===== src/rtl/capture_controller.sv =====
// capture_controller: sequences one logic-analyzer acquisition over a circular sample RAM.
// Ports: i_clk/i_rst_n clock and async active-low reset; i_arm/i_abort start or cancel a capture;
// i_trig channel trigger level; i_sample_en sample strobe; i_pretrig/i_posttrig capture lengths;
// i_rd_next advances readout; o_wr_en/o_wr_addr RAM write port; o_rd_addr/o_rd_last readout;
// o_trig_addr first post-trigger address; o_busy/o_triggered/o_done/o_state status.
module capture_controller #(
    parameter int DEPTH = 256,
    localparam int AW = $clog2(DEPTH)
) (
    input  logic          i_clk,
    input  logic          i_rst_n,
    input  logic          i_arm,
    input  logic          i_abort,
    input  logic          i_trig,
    input  logic          i_sample_en,
    input  logic [AW-1:0] i_pretrig,
    input  logic [AW-1:0] i_posttrig,
    input  logic          i_rd_next,
    output logic          o_wr_en,
    output logic [AW-1:0] o_wr_addr,
    output logic [AW-1:0] o_rd_addr,
    output logic          o_rd_last,
    output logic [AW-1:0] o_trig_addr,
    output logic          o_busy,
    output logic          o_triggered,
    output logic          o_done,
    output logic [2:0]    o_state
);
    typedef enum logic [2:0] {IDLE = 3'd0, PRE = 3'd1, ARMED = 3'd2, POST = 3'd3, DONE = 3'd4} state_e;
    state_e        state_q, state_d;
    logic          trig_q;
    logic [AW-1:0] wr_ptr_q, wr_ptr_d, p_q, p_d, e_q, e_d, rd_idx_q, rd_idx_d;
    logic [AW-1:0] trig_addr_q, trig_addr_d, start_q, start_d, e_max;
    logic [AW:0]   pre_cnt_q, pre_cnt_d, post_cnt_q, post_cnt_d;
    logic          busy, trig_edge, wr, last;
    assign busy      = (state_q == PRE) || (state_q == ARMED) || (state_q == POST);
    assign trig_edge = i_trig & ~trig_q;
    assign wr        = busy & i_sample_en & ~i_abort;
    // P+E never exceeds DEPTH-1, so the AW-bit sum cannot overflow
    assign last      = rd_idx_q == p_q + e_q;
    // DEPTH-1-P is the bitwise complement because DEPTH is a power of two
    assign e_max     = ~i_pretrig;
    always_comb begin
        state_d     = state_q;
        wr_ptr_d    = wr ? wr_ptr_q + 1'b1 : wr_ptr_q;
        p_d         = p_q;
        e_d         = e_q;
        rd_idx_d    = rd_idx_q;
        trig_addr_d = trig_addr_q;
        start_d     = start_q;
        pre_cnt_d   = pre_cnt_q;
        post_cnt_d  = post_cnt_q;
        if (i_abort) begin
            state_d     = IDLE;
            wr_ptr_d    = '0;
            p_d         = '0;
            e_d         = '0;
            rd_idx_d    = '0;
            trig_addr_d = '0;
            start_d     = '0;
            pre_cnt_d   = '0;
            post_cnt_d  = '0;
        end else begin
            case (state_q)
                IDLE, DONE: begin
                    if (i_arm) begin
                        state_d     = (i_pretrig != '0) ? PRE : ARMED;
                        p_d         = i_pretrig;
                        e_d         = (i_posttrig < e_max) ? i_posttrig : e_max;
                        wr_ptr_d    = '0;
                        rd_idx_d    = '0;
                        trig_addr_d = '0;
                        start_d     = '0;
                        pre_cnt_d   = '0;
                        post_cnt_d  = '0;
                    end else if (state_q == DONE && i_rd_next) begin
                        rd_idx_d = last ? '0 : rd_idx_q + 1'b1;
                    end
                end
                PRE: begin
                    if (i_sample_en) begin
                        pre_cnt_d = pre_cnt_q + 1'b1;
                        state_d   = (pre_cnt_d == {1'b0, p_q}) ? ARMED : PRE;
                    end
                end
                ARMED: begin
                    if (trig_edge) begin
                        trig_addr_d = wr_ptr_q;
                        start_d     = wr_ptr_q - p_q;
                        post_cnt_d  = {{AW{1'b0}}, i_sample_en};
                        // with E=0 the strobe in the edge cycle already completes the capture
                        state_d     = (i_sample_en && e_q == '0) ? DONE : POST;
                    end
                end
                POST: begin
                    if (i_sample_en) begin
                        post_cnt_d = post_cnt_q + 1'b1;
                        state_d    = (post_cnt_d == {1'b0, e_q} + 1'b1) ? DONE : POST;
                    end
                end
                default: state_d = IDLE;
            endcase
        end
    end
    always_ff @(posedge i_clk or negedge i_rst_n) begin
        if (!i_rst_n) begin
            state_q     <= IDLE;
            trig_q      <= 1'b0;
            wr_ptr_q    <= '0;
            p_q         <= '0;
            e_q         <= '0;
            rd_idx_q    <= '0;
            trig_addr_q <= '0;
            start_q     <= '0;
            pre_cnt_q   <= '0;
            post_cnt_q  <= '0;
        end else begin
            state_q     <= state_d;
            trig_q      <= i_trig;
            wr_ptr_q    <= wr_ptr_d;
            p_q         <= p_d;
            e_q         <= e_d;
            rd_idx_q    <= rd_idx_d;
            trig_addr_q <= trig_addr_d;
            start_q     <= start_d;
            pre_cnt_q   <= pre_cnt_d;
            post_cnt_q  <= post_cnt_d;
        end
    end
    assign o_wr_en     = wr;
    assign o_wr_addr   = wr_ptr_q;
    assign o_rd_addr   = start_q + rd_idx_q;
    assign o_rd_last   = (state_q == DONE) & last;
    assign o_trig_addr = trig_addr_q;
    assign o_busy      = busy;
    assign o_triggered = (state_q == POST) || (state_q == DONE);
    assign o_done      = state_q == DONE;
    assign o_state     = state_q;
endmodule

===== config.mk =====
export PLATFORM = sky130hd
export DESIGN_NAME = capture_controller
export DESIGN_NICKNAME = d
export VERILOG_FILES = /design/src/rtl/capture_controller.sv
export SDC_FILE = /design/constraint.sdc
export NUM_CORES = 1
export LEC_CHECK = 0
export ABC_AREA = 1
export CORE_UTILIZATION = 45
export DETAILED_ROUTE_END_ITERATION = 7
export PLACE_DENSITY = 0.78
export SYNTH_ARGS = -nofsm -noshare
export SYNTH_HDL_FRONTEND = slang
export SYNTH_SLANG_ARGS = --single-unit
export TNS_END_PERCENT = 50

===== constraint.sdc =====
create_clock -name i_clk -period 3.3 [get_ports i_clk]
set_clock_uncertainty 0.05 [all_clocks]
set_input_delay 0.33 -clock i_clk [delete_from_list [all_inputs] [get_ports i_clk]]
set_output_delay 0.33 -clock i_clk [all_outputs]
set_load 0.01 [all_outputs]

; Word-level counts from Yosys, hierarchy flattened
; Cells that the tools add are included.
[totals]
reg_bits = 70
input_bits = 23
out_inout_bits = 32
elab_cells = 99
[classes]
add_sub_neg = 8
order_cmp = 1
eq_ne = 11
mux = 41
n_bitwise = 7
n_reduce_logical = 21
[ops]
columns = operator, count
row1 = $mux W8, 21
row2 = $mux W9, 6
row3 = $pmux W8 S2, 2
row4 = $pmux W9 S3, 1
row5 = $mux W3, 7
row6 = $add A9 B1 Y9 const B, 2
row7 = $pmux W9 S2, 1
row8 = $add A8 B1 Y8 const B, 2
row9 = $add A8 B8 Y8, 2
row10 = $ne A3 B3 Y1 const B, 4
row11 = $pmux W3 S4, 1
row12 = $add A8 B1 Y9 const B, 1
row13 = $eq A9 B8 Y1, 1
row14 = $eq A9 B9 Y1, 1
row15 = $reduce_bool A3 Y1, 3
row16 = $eq A8 B8 Y1, 1
row17 = $logic_not A8 Y1, 1
row18 = $lt A8 B8 Y1, 1
row19 = $not A8 Y8, 1
row20 = $reduce_and A4 Y1, 2
row21 = $reduce_bool A8 Y1, 1
row22 = $sub A8 B8 Y8, 1
row23 = $eq A3 B2 Y1 const B, 2
row24 = $reduce_and A3 Y1, 2
row25 = 12 further kinds, 22

; Logic depth before layout (Yosys ltp)
[depth]
word_depth = 9
depth_mapped = 16
mapped_depth_nobuf = 16

; Worst setup path before layout
; Ideal clock, no wire load.
[synth_timing]
kind = register to output
startpoint = reg p_q[0]
endpoint = out o_rd_last
arrival_ns = 1.975
required_ns = 2.920
slack_ns = 0.945
path_stages_with_launch = 11
n_path_buf = 0
path_cell_list = dfrtp_1 > ha_1 > fa_1 > inv_1 > nand2_1 > nand4_1 > nor2_1 > o21ai_0 > a21oi_1 > nand4_2 > nor2_1
[synth_between]
elab_chain_len = 3
[synth_lines]
columns = item, line_no
row1 = start: declaration, 32  ; logic [AW-1:0] wr_ptr_q, wr_ptr_d, p_q, p_d, e_q, e_d, rd_idx_q, rd_idx_d;
row2 = start signal: assignment, 121  ; p_q <= p_d;
row3 = $add A8 B8 Y8, 40  ; assign last = rd_idx_q == p_q + e_q;
row4 = $eq A8 B8 Y1, 40
row5 = $and A1 B1 Y1, 133  ; assign o_rd_last = (state_q == DONE) & last;
row6 = end: declaration, 22  ; output logic o_rd_last,
; Every way passes these cells.

; Worst setup path in the final report
[layout_timing]
startpoint = reg rd_idx_q[0]
endpoint = out o_rd_addr[6]
[layout_between]
elab_chain_len = 1
[layout_lines]
columns = item, line_no
row1 = start: declaration, 32
row2 = start signal: assignment, 123  ; rd_idx_q <= rd_idx_d;
row3 = $add A8 B8 Y8, 132  ; assign o_rd_addr = start_q + rd_idx_q;
row4 = end: declaration, 21  ; output logic [AW-1:0] o_rd_addr,
; Every way passes these cells.

==> flow_metrics.tcl <==
set metrics [dict create \
    vias_per_cell 5.178 \
    area_of_the_mapped_netlist_sq_um 5204 \
    via_count_of_the_first_global_routing_pass 4638 \
    grt_total_ovfl 0 \
    num_io_pins 55 \
    detail_route.first_pass.iterations 5 \
    drv.max_cap_violation_count 0 \
    layout.nets 847 \
    worst_path_most_repeated_cell "nor2_1" \
    layout_commonest_cell "nand2_1" \
    cts-root-to-sink-buffers 2 \
    timing_max_transition_violations_final 0 \
    detail_route.iter0.violations 346 \
    die_area_sq_um 12000 \
    start_util_pct 47.18 \
    critical_path_class "register to output port" \
    drt_wl_total_mm 12.73 \
    min_period_ns 2.986 \
    floorplan.rows 38 \
    layout.cells.most_common_list "nand2_1 (193), inv_1 (113), dfrtp_1 (70), nor2_1 (52), clkdlybuf4s50_1 (52)" \
    place_hpwl_mm 9.996 \
    drt_drc_violations_left 0 \
    num_vias 4826 \
    worst_min_delay_path_class "input port to asynchronous set/reset pin" \
    layout.cells.non_filler 932 \
    grt_first_pass_wirelength_mm 21.48 \
    setup_tns_ns 0 \
    timing.critical_path.slowest_cell_delay_ns 0.55 \
    synthCells 725 \
    largest_net_degree_at_the_start_of_global_routing 34 \
    critical_path_arrival_ns 2.61 \
    fin_crit_sh_pct 90.49 \
    cts_tree "yes" \
    avgSynthCellArea_sq_um 7.178 \
    setup_violation_total_in_the_final_timing_report 0 \
    fmaxAchievable_mhz 334.9 \
    crit_required_ns 2.92 \
    status "completed" \
    area_occupied_by_multi_input_gates_sq_um 2928 \
    clock-root-buffer "clkbuf_16" \
    numCtsBuffers 9 \
    antennaDiodeCount 0 \
    grt_antenna_before_repair 0 \
    htreeDepth 3 \
    critical_path.cell_chain "ha_1 > inv_1 > fa_1 > o21ai_0 > a21oi_1 > nor2_1 > nor2_1 > xor2_1 > clkdlybuf4s50_1" \
    grt_use_total_pct 23.52 \
    worst_slew_margin_rel_pct 70.28 \
    worst_pin_slew_ns 0.4411 \
    synth-seq-cells 70 \
    final-seq-area_sq_um 1752 \
    post-place-cells 914 \
    clk-insertion-delay-late_ns 0.34 \
    numPortBuffers 54 \
    clock_sink_count 70 \
    yosysSeqAreaShare_pct 33.66 \
    pwr_density_cell_nw_per_um2 536.9 \
    power_leakage_uw 0.003026 \
    die_height_microns 109.5 \
    worst_ir_drop_vdd_uv 358.8 \
    worstSetupStartpointType "register" \
    synthToLayoutAreaGrowth_pct 19.60 \
    critical_path_peak_fanout 4 \
    grt_setup_unrepaired "false" \
    mappedNetlistNets 785 \
    cts.reportedPaths.clkPinSlew_ns 0.06 \
    n_fill_cell 1027 \
    synth.distinct_cells 40 \
    finalHoldWorstSlack_ns 0.3973 \
    route.antenna.remaining_nets 0 \
    synth-warning-count 0 \
    core-area_sq_um 11030 \
    die_x_microns 109.5 \
    worst_path_max_delay_cell "clkdlybuf4s50_1" \
    timing_hold_violations_final 0 \
    final_layout_size_suffix_gt1_share_pct 6.818 \
    routed_wire_length_per_instance_microns 13.66 \
    gp_congestion 0.9574 \
    end_kind "output port" \
]
worst max-delay path, delay by kind of cell, from the launching register on:
kind | cells | cell delay [ns]
simple gates | 2 | 0.15
buf+inv | 2 | 0.61
xor+xnor | 1 | 0.13
flops | 1 | 0.40
fa+ha+maj | 2 | 0.59
compound gates | 2 | 0.38
cells by family (layout without fill, tap and decap cells):
family          after synthesis  count (layout)  share of synthesized area [%]
buf+inv                     130             197                          10.07
flops                        70              70                          33.66
xor+xnor                     30              30                          5.049
compound gates              121             121                          12.94
fa+ha+maj                    37              37                          9.329
simple gates                337             337                          28.95
flip-flops by register name, indices dropped and copies added, names as in the netlist:
register	count
o_state	3
rd_idx_q	8
trig_q	1
e_q	8
o_wr_addr	8
o_trig_addr	8
p_q	8
start_q	8
pre_cnt_q	9
post_cnt_q	9
layer usage:
| layer | GRT usage [%] | wire (microns) | vias up |
|---|---|---|---|
| met3 | 4.268 | 563 | 28 |
| met4 | 11.33 | 392 | 0 |
| met1 | 31.04 | 5991 | 2199 |
| met5 | 0 | 0 | - |
| li1 | - | - | 2477 |
| met2 | 37.29 | 5785 | 122 |
cell usage after synthesis:
| cell | number | share of area [%] |
|---|---|---|
| nand2_1 | 193 | 14 |
| inv_1 | 113 | 8.2 |
| dfrtp_1 | 70 | 34 |
| nor2_1 | 52 | 3.8 |
| nand3_1 | 49 | 4.7 |
| o21ai_0 | 41 | 3.9 |
| ha_1 | 34 | 8.2 |
| a21oi_1 | 33 | 3.2 |
| o22ai_1 | 26 | 3.1 |
| xor2_1 | 17 | 2.9 |
| xnor2_1 | 13 | 2.2 |
| o21ai_1 | 9 | 0.87 |
| nor2_2 | 8 | 0.96 |
| nand4_1 | 7 | 0.84 |
| inv_2 | 6 | 0.43 |
| buf_4 | 4 | 0.58 |
| nor3_1 | 4 | 0.38 |
| nor4_1 | 4 | 0.48 |
| o21bai_1 | 4 | 0.58 |
| buf_2 | 3 | 0.29 |
| fa_1 | 3 | 1.2 |
| nand3b_1 | 3 | 0.43 |
| nor3_4 | 3 | 0.94 |
| o21a_1 | 3 | 0.43 |
| or2_2 | 3 | 0.36 |
| buf_6 | 2 | 0.43 |
| nand2_4 | 2 | 0.43 |
| nand4_2 | 2 | 0.48 |
| nor2_4 | 2 | 0.43 |
| nor3_2 | 2 | 0.38 |
| a211oi_1 | 1 | 0.14 |
| a31oi_1 | 1 | 0.12 |
| and2_1 | 1 | 0.12 |
| clkbuf_1 | 1 | 0.072 |
| inv_4 | 1 | 0.12 |
| nand2_2 | 1 | 0.12 |
| nand3_2 | 1 | 0.19 |
| o211ai_1 | 1 | 0.14 |
| o22ai_2 | 1 | 0.24 |
| o311ai_0 | 1 | 0.17 |
power by group:
| group | switching [uW] | internal (uW) | total, uW | leakage (uW) |
|---|---|---|---|---|
| clock | 391 | 667 | 1060 | 0.000153 |
| sequential | 125 | 938 | 1060 | 0.000956 |
| combinational | 759 | 460 | 1220 | 0.00192 |
| total | 1280 | 2070 | 3340 | 0.00303 |
stage by stage:
stage,area (sq um),utilization [%],setup slack (ns),total power [uW]
finish,6223,56.42,0.3140,3341
global route,6223,56.42,0.1366,3570
global placement,5881,53.31,0.2969,2255
detailed placement,5881,53.31,0.2313,2278
CTS,6221,56.40,0.08430,3348
floorplan,5204,-,0.9454,1921
final cells by class:
cell class	count	area share, %
Inverter	120	7.278
Sequential cell	70	28.15
Multi-Input combinational cell	525	47.04
Clock buffer	10	3.679
Clock inverter	6	1.508
Timing Repair Buffer	61	9.530
Tap cell	140	2.815
timing repair:
item / 4_1_cts / 5_1_grt
hold endpoints to repair: 16 / 0
hold buffers: 1 / 0
endpoints found under the setup margin: 1 / 1
pin swaps: 1 / 0
gates resized for setup: 0 / 1
buffers inserted: 1 / 0
worst paths after layout:
path / depth (start not counted) / slack [ns] / startpoint / to
max reg2reg: 12 / 0.96 / e_q[0] / rd_idx_q[6]
min in group i_clk: 1 / 0.41 / i_trig / trig_q
min reg2reg: 2 / 0.48 / o_trig_addr[6] / o_trig_addr[6]
max in group asynchronous: 3 / 2.04 / i_rst_n / trig_q
max: 9 / 0.31 / rd_idx_q[0] / o_rd_addr[6]
min: 2 / 0.40 / i_rst_n / rd_idx_q[6]
No activity file was read; power rests on OpenSTA's default activity.
